`config.mk`:
```
export PLATFORM = sky130hd
export DESIGN_NAME = mano_ac_unit
export DESIGN_NICKNAME = d
export VERILOG_FILES = /design/src/rtl/mano_ac_unit.sv
export SDC_FILE = /design/constraint.sdc
export NUM_CORES = 1
export LEC_CHECK = 0
export CAP_MARGIN = 20
export CORE_MARGIN = 5
export CORE_UTILIZATION = 42
export DETAILED_ROUTE_END_ITERATION = 10
export GPL_ROUTABILITY_DRIVEN = 0
export MAX_ROUTING_LAYER = met4
export PLACE_DENSITY = 0.78
export SLEW_MARGIN = 10
export SYNTH_ARGS = -nofsm -noshare
export SYNTH_HDL_FRONTEND = slang
export SYNTH_SLANG_ARGS = --single-unit
```
`constraint.sdc`:
```
create_clock -name clk -period 2.4 [get_ports clk]
set_clock_uncertainty 0.1 [all_clocks]
set_input_delay 0.48 -clock clk [delete_from_list [all_inputs] [get_ports clk]]
set_output_delay 0.48 -clock clk [all_outputs]
set_load 0.05 [all_outputs]
```
`src/rtl/mano_ac_unit.sv`:
```
// mano_ac_unit: accumulator / E-flag stage that sits directly behind the Mano ALU.
//   Owns AC and E, feeds them back to the ALU (alu_b / alu_e_in), drives a registered
//   ALU function code and captures alu_z / alu_e_out under a function-dependent write mask.
//   Also performs AC-local ops (INC_AC, CLR_AC, CLR_E) and exposes skip flags to the sequencer.
// Latency: ALU_WB accepted at edge T writes AC/E at T+2, cmd_done high the cycle after T+2;
//   local ops write at T, cmd_done high the cycle after T.
// Backpressure: cmd_ready is high only in IDLE and not during reset; a command is taken on
//   an edge with cmd_valid && cmd_ready, and cmd_op/cmd_func are sampled only then.
// Ports:
//   clk, rst                 clock and synchronous active-high reset
//   cmd_valid/ready/op/func  command handshake (op 0=ALU_WB 1=INC_AC 2=CLR_AC 3=CLR_E)
//   cmd_done                 one-cycle completion pulse
//   alu_func/alu_b/alu_e_in  to the ALU;  alu_z/alu_e_out from the ALU
//   ac, e                    register values;  ac_zero, ac_neg, e_zero skip flags
//   parity_err               sticky AC integrity fault (only with AC_PARITY_EN)
// ALU function codes: AND=0 ADD=1 PASSDR=2 CMA=3 CIR=4 CIL=5 CME=6 PASSB=7 NO_FUNC=all ones;
//   any other code is treated like NO_FUNC (nothing written, cmd_done still pulses).
// Build option: define AC_PARITY_EN to add the stored-parity check on AC.
module mano_ac_unit #(
  parameter int DATAWIDTH = 16,
  parameter int FUNCWIDTH = 4
) (
  input  logic                 clk,
  input  logic                 rst,
  input  logic                 cmd_valid,
  output logic                 cmd_ready,
  input  logic [1:0]           cmd_op,
  input  logic [FUNCWIDTH-1:0] cmd_func,
  output logic                 cmd_done,
  output logic [FUNCWIDTH-1:0] alu_func,
  output logic [DATAWIDTH-1:0] alu_b,
  output logic                 alu_e_in,
  input  logic [DATAWIDTH-1:0] alu_z,
  input  logic                 alu_e_out,
  output logic [DATAWIDTH-1:0] ac,
  output logic                 e,
  output logic                 ac_zero,
  output logic                 ac_neg,
  output logic                 e_zero,
  output logic                 parity_err
);

  localparam logic [1:0] OP_ALU_WB = 2'd0;
  localparam logic [1:0] OP_INC_AC = 2'd1;
  localparam logic [1:0] OP_CLR_AC = 2'd2;
  localparam logic [1:0] OP_CLR_E  = 2'd3;

  localparam logic [FUNCWIDTH-1:0] F_AND     = FUNCWIDTH'(0);
  localparam logic [FUNCWIDTH-1:0] F_ADD     = FUNCWIDTH'(1);
  localparam logic [FUNCWIDTH-1:0] F_PASSDR  = FUNCWIDTH'(2);
  localparam logic [FUNCWIDTH-1:0] F_CMA     = FUNCWIDTH'(3);
  localparam logic [FUNCWIDTH-1:0] F_CIR     = FUNCWIDTH'(4);
  localparam logic [FUNCWIDTH-1:0] F_CIL     = FUNCWIDTH'(5);
  localparam logic [FUNCWIDTH-1:0] F_CME     = FUNCWIDTH'(6);
  localparam logic [FUNCWIDTH-1:0] F_PASSB   = FUNCWIDTH'(7);
  localparam logic [FUNCWIDTH-1:0] F_NO_FUNC = {FUNCWIDTH{1'b1}};

  typedef enum logic [1:0] {S_IDLE, S_ISSUE, S_CAPTURE} state_t;

  state_t                 state_q, state_d;
  logic [FUNCWIDTH-1:0]   alu_func_q, alu_func_d;
  logic [DATAWIDTH-1:0]   ac_q, ac_d;
  logic                   e_q, e_d;
  logic                   done_q, done_d;
  logic                   accept;

  assign cmd_ready = (state_q == S_IDLE) && !rst;
  assign accept    = cmd_valid && cmd_ready;

  always_comb begin
    state_d    = state_q;
    alu_func_d = alu_func_q;
    ac_d       = ac_q;
    e_d        = e_q;
    done_d     = 1'b0;
    case (state_q)
      S_IDLE: begin
        if (accept) begin
          case (cmd_op)
            OP_ALU_WB: begin
              alu_func_d = cmd_func;
              state_d    = S_ISSUE;
            end
            OP_INC_AC: begin
              ac_d   = ac_q + DATAWIDTH'(1);
              done_d = 1'b1;
            end
            OP_CLR_AC: begin
              ac_d   = '0;
              done_d = 1'b1;
            end
            default: begin
              e_d    = 1'b0;
              done_d = 1'b1;
            end
          endcase
        end
      end
      // Function already on the bus; this cycle only lets the ALU settle.
      S_ISSUE: state_d = S_CAPTURE;
      S_CAPTURE: begin
        case (alu_func_q)
          F_CIL, F_CIR, F_ADD: begin
            ac_d = alu_z;
            e_d  = alu_e_out;
          end
          F_CMA, F_PASSB, F_PASSDR, F_AND: ac_d = alu_z;
          F_CME:                           e_d  = alu_e_out;
          default: ;
        endcase
        done_d     = 1'b1;
        alu_func_d = F_NO_FUNC;
        state_d    = S_IDLE;
      end
      default: state_d = S_IDLE;
    endcase
  end

  always_ff @(posedge clk) begin
    if (rst) begin
      state_q    <= S_IDLE;
      alu_func_q <= F_NO_FUNC;
      ac_q       <= '0;
      e_q        <= 1'b0;
      done_q     <= 1'b0;
    end else begin
      state_q    <= state_d;
      alu_func_q <= alu_func_d;
      ac_q       <= ac_d;
      e_q        <= e_d;
      done_q     <= done_d;
    end
  end

`ifdef AC_PARITY_EN
  logic par_q, par_d;
  logic perr_q, perr_d;
  logic clr_ac_acc;

  assign clr_ac_acc = (state_q == S_IDLE) && accept && (cmd_op == OP_CLR_AC);

  always_comb begin
    // Rewriting AC with its current value cannot change parity, so only
    // real changes refresh the stored bit; a corrupted AC is never "blessed".
    par_d  = (ac_d != ac_q) ? ^ac_d : par_q;
    perr_d = perr_q || ((^ac_q) != par_q);
    if (clr_ac_acc) perr_d = 1'b0;
  end

  always_ff @(posedge clk) begin
    if (rst) begin
      par_q  <= 1'b0;
      perr_q <= 1'b0;
    end else begin
      par_q  <= par_d;
      perr_q <= perr_d;
    end
  end

  assign parity_err = perr_q;
`else
  assign parity_err = 1'b0;
`endif

  assign cmd_done = done_q;
  assign alu_func = alu_func_q;
  assign alu_b    = ac_q;
  assign alu_e_in = e_q;
  assign ac       = ac_q;
  assign e        = e_q;
  assign ac_zero  = (ac_q == '0);
  assign ac_neg   = ac_q[DATAWIDTH-1];
  assign e_zero   = !e_q;

endmodule

```
=== After elaboration in Yosys (flattened, before gate mapping) ===
Index checks and enable logic that the tools add are counted.

* $add $sub $neg: 1
* Multipliers: 0
* Div/mod/pow operators: 0
* $lt $le $gt $ge: 0
* Eq/ne operators: 17
* Shift-type cells: 0
* Multiplexer cells: 17
* Bitwise gates (word level): 0
* Reduce and logical (&&, ||, !) cells: 16

{| class="wikitable"
|+ Operators by type and width
! kind !! number
|-
| 16-bit one-hot mux with 2 select lines || 2
|-
| 16-bit 2-to-1 mux || 2
|-
| 16-bit by 1-bit adder with 16-bit output, second input constant || 1
|-
| 4-bit by 3-bit equality test with 1-bit output, second input constant || 4
|-
| 16-bit logical NOT || 1
|-
| 4-bit by 2-bit equality test with 1-bit output, second input constant || 2
|-
| 4-bit 2-to-1 mux || 2
|-
| 2-bit != test, second input constant || 4
|-
| 4-bit one-hot mux with 2 select lines || 1
|-
| 4-bit AND reduction || 2
|-
| 7-bit OR reduction || 1
|-
| 1-bit 2-to-1 mux || 5
|-
| 2-bit by 1-bit equality test with 1-bit output, second input constant || 2
|-
| 2-bit equality test, second input constant || 2
|-
| 4-bit by 1-bit equality test with 1-bit output, second input constant || 1
|-
| 2-bit logical NOT || 2
|-
| 4-bit logical NOT || 1
|-
| 2-bit 2-to-1 mux || 2
|-
| 1-bit one-hot mux with 2 select lines || 2
|-
| 2-bit one-hot mux with 2 select lines || 1
|-
| 4-bit OR reduction || 1
|-
| 3-bit by 1-bit != test with 1-bit output, second input constant || 1
|-
| 3-bit AND reduction || 1
|-
| 3-bit OR reduction || 1
|-
| other kinds (5) || 7
|}

* Register bits after elaboration: 24
* Latch bits: 0
* Memory bits (writable): 0
* Bits in read-only memories: 0
* Input bits: 26
* Output and inout port bits: 44
* Word-level logic and storage cells: 56
* Memories: 0

=== Depth between registers and ports, before layout ===
* Depth in word-level cells: 5
* Mapped depth: 7
* Mapped depth without buffers: 6

=== Worst setup path after synthesis ===
OpenSTA, ideal clock, no wires.

* Path type: register to register
* Start: register ac_q[0], in the netlist ac[0]
* End: register ac_q[14], in the netlist ac[14]
* Setup time: 0.070 ns
* Arrival: 2.150 ns
* Required time: 2.230 ns
* Setup slack: 0.080 ns
* Cell stages (with the launch flop): 7
* Buffers on the path: 0
* Path through: dfxtp_1 ha_1 nand3_2 or4_4 o41ai_2 nand2_1 a21oi_1

* Longest elaborated chain between the ends: 4

{| class="wikitable"
|+ RTL lines
! what !! RTL line !! text
|-
| start, declared || 62 || <nowiki>logic [DATAWIDTH-1:0] ac_q, ac_d;</nowiki>
|-
| start signal, assigned || 123 || <nowiki>ac_q <= '0;</nowiki>
|-
| start signal, assigned || 129 || <nowiki>ac_q <= ac_d;</nowiki>
|-
| 16-bit by 1-bit adder with 16-bit output || 85 || <nowiki>ac_d = ac_q + DATAWIDTH'(1);</nowiki>
|-
| 16-bit one-hot mux with 2 select lines || 79 || <nowiki>case (cmd_op)</nowiki>
|-
| 16-bit 2-to-1 mux || 78 || <nowiki>if (accept) begin</nowiki>
|-
| 16-bit one-hot mux with 2 select lines || 76 || <nowiki>case (state_q)</nowiki>
|}

Every way passes these cells. The select of a mux whose other input is x is not followed.
A chain may end at the register's enable or synchronous reset.

=== Worst setup path in the final report ===
* Start: register ac_q[10], in the netlist ac[10]
* End: output ac[10]

{| class="wikitable"
|+ RTL lines
! what !! RTL line !! text
|-
| end, declared || 35 || <nowiki>output logic [DATAWIDTH-1:0] ac,</nowiki>
|}

No word-level cell between the ends.

==> summary.md <==
| Metric | Value |
|---|---|
| Outcome | finished, final reports clean |
| DIE AREA | approximately 5200 um2 |
| Worst Setup SP | ac[10] |
| Antenna fix cells | 0 |
| Tot Pwr | ~940 uW |
| Synth async-reset ratio | 0 |
| Capturing element type of the critical path | output pin |
| Die Ht | between 70 and 80 um |
| Max transition margin | 0.4481 |
| Buf/Inv on CP | 1 |
| HP Class | reg2reg |
| CTS sink count | 24 |
| First-pass GRT wire length | 7424 um |
| Top Layer Used | met4 |
| Synth warn | 0 |
| Core Rows | 22 |
| Internal power | 660.1 uW |
| Hold path cells | 2 |
| Worst-path clk slew | approximately 90 ps |
| Worst hold endpoint | alu_e_in |
| Share of cells above drive strength 1 | 0.08537 |
| Critical path arrival | approximately 1700 ps |
| Setup CP Type | reg2out |
| CTS tree | yes |
| Start point of the worst min-delay path | alu_e_in |
| Reg2Reg Launch Point | ac[0] |
| Sw frac | 0.2996 |
| Nets | between 200 and 300 |
| Simple-gate share of the synthesized area | 0.2407 |
| Commonest non-fill, non-tap cell in the layout | clkdlybuf4s50_1 |
| Max Slew Vio Count | 0 |
| Reg2Reg Depth | 6 |
| Ys flop type | dfxtp_1 |
| Clk buf depth | 2 |
| Routed length on met1 | between 2000 and 2500 um |
| H-tree depth | 1 |
| Area post-placement | 2197 um2 |
| Sw Pwr | approximately 280 uW |
| Max-Cap Viols | 0 |
| Clock network fraction of total power | 0.299 |
| VDD IR-drop max | between 0.0002 and 0.00025 V |
| Pleak | 0.7914 nW |
| Vias per cell | between 5 and 6 |
| Reg-to-Reg End | ac[14] |
| Final setup fails | 0 |
| Setup crit start kind | flip-flop |
| Router iterations before antenna repair | 4 |
| Synth Area in XOR/XNOR | 0.02167 |
| Period utilization | 0.9472 |
| Synth Cell Area | ~1600 um2 |
| Reg power frac | 0.448 |
| Die W | a little over 70 um |
| Unrepaired setup endpoints after global routing | no |
| CP max-delay cell | clkdlybuf4s50_1 |
| Pwr Density | roughly 420 nW/um2 |
| Final ANT Viol Nets | 0 |
| Synth cell types | 54 |
| Met3 WL post-DR | between 200 and 300 um |
| DP Wirelength | approximately 3300 um |
| Post_cts resized | 0 |
| Least-Margin Pin Slew | roughly 810 ps |
| Seq/Total Area, Yosys | 0.2972 |
| Clk root buf | clkbuf_8 |
| Critical-path maximum fanout | 8 |
| Worst skew pair latency | approximately 270 ps |
| Max Fclk | 439.9 MHz |
| Min Tclk post-route | 2273 ps |
| Routed WL | ~4500 um |
| Gate Count Post-Synth | roughly 200 |
| Synth Area in Compound Gates | 0.2446 |
| Global route overflow | 0 |
| Total setup buffers inserted after CTS | 0 |
| Initial DRC count | ~130 |
| Number of global-route vias before repair | 1,585 |
| Syn_nets | between 200 and 250 |
| Vias after detailed routing | 1,661 |
| Endpoints failing hold | 0 |
| Largest net degree at the start of global routing | 19 |
| Most frequent cells in the layout | clkdlybuf4s50_1, dfxtp_1, nand2_1 |
| Wire length on met2 | 2148 um |
| Average cell area after synthesis | between 8 and 9 um2 |
| Comb power frac | 0.254 |
| Initial Util | 0.4383 |
| Design area | around 2300 um2 |
| Flop2flop setup slack | 320 ps |
| Drt drc | 0 |
| WL per Instance | roughly 15 um |
| Largest family of logic cells by synthesized area | compound AO/OA/AOI/OAI gates |
| TritonCTS Buffers | 3 |
| Required @ worst endpoint | about 1800 ps |
| IO Pins | 70 |
| Port Buf Inserts | 68 |
| Multiplexer share of the synthesized area | 0.02477 |
| Post-synth EDFFs | 0 |
| Largest delay share family, worst path | buffers and inverters |
| CP cell instances | clkdlybuf4s50_1 |
| Hold-fix buffer count after cts | 0 |
| Adder-Cell Fraction of Synth Area | 0.01548 |
| Slowest stage delay, CP | between 800 and 900 ps |
| GRT Overall Usage | 0.1808 |
| Initial antenna violation count | 0 |
| Core area | 3689 um2 |
| P&R area growth vs syn | 39.32% |
| FF+latch count, synth | 24 |
| Setup TNS | 0 ps |
## cells in the mapped netlist, drive strengths merged (3+ instances only)
cell type  instances  area, um2
a21oi              5      25.02
nand3              8      57.56
o21ai             14      70.06
buf               26      201.4
nor3               3      15.01
and3               6      40.03
mux2i              4      40.04
o41ai              3      33.79
nor2              16      60.06
xnor2              3      26.28
o31ai              4      30.03
dfxtp             24      480.5
a22oi              8      60.06
nor4               4      25.02
a211oi             3      22.52
inv                8      30.03
a221oi             4      35.03
nand2             21      81.33
## sequential cells by signal, indices dropped and copies added (netlist names)
signal    cells
ac           16
alu_e_in      1
alu_func      4
cmd_done      1
state_q       2
## final cells by class
type	count	area, um2
repair buffers	73	738.2
clock buffers	4	55.05
multi-input cells	137	888.4
fillers	353	1436
inverters	8	30.03
flip-flops and latches	24	480.5
well taps	48	60.06
## cell families after synthesis
logic type	Yosys count
AND/OR/NAND/NOR	72
adder cells (fa/ha/maj)	2
other	1
buffers and inverters	37
XOR/XNOR	4
AO/OA/AOI/OAI	54
flip-flops	24
multiplexers	4
## worst max path at each step
| stage | endpoint | cells after the start | slack, ps |
|---|---|---|---|
| 2_1_floorplan | ac[14] | 6 | 80 |
| 3_3_place_gp | alu_func[1] | 5 | 40 |
| 3_5_place_dp | alu_func[3] | 5 | 30 |
| 4_1_cts | ac[10] | 1 | 130 |
| 5_1_grt | ac[10] | 1 | 70 |
| 6_report | ac[10] | 1 | 130 |
## per-layer routing
metal,vias up,global-route usage
li1,809,-
met1,785,0.2367
met2,60,0.2857
met3,7,0.02493
met4,0,0.06263
met5,-,-
## power groups by stage
stage / clock (mW) / combinational, mW / sequential, mW
final: 0.281 / 0.239 / 0.422
after global routing: 0.304 / 0.252 / 0.425
after CTS: 0.287 / 0.239 / 0.422
after detailed placement: 0 / 0.238 / 0.431
after global placement: 0 / 0.237 / 0.431
after floorplan: 0 / 0.117 / 0.456
## metrics by stage
step,utilization,hold slack (ps),setup WS (ps),cells
2_1_floorplan,-,388.4,80.35,198
3_3_place_gp,0.5957,386.1,35.11,290
3_5_place_dp,0.5957,398.5,27.23,290
4_1_cts,0.6106,411.2,132.3,294
5_1_grt,0.6106,445.5,66.31,294
6_report,0.6106,403.6,126.8,294
Note: power is estimated with default switching activity, not from simulation.
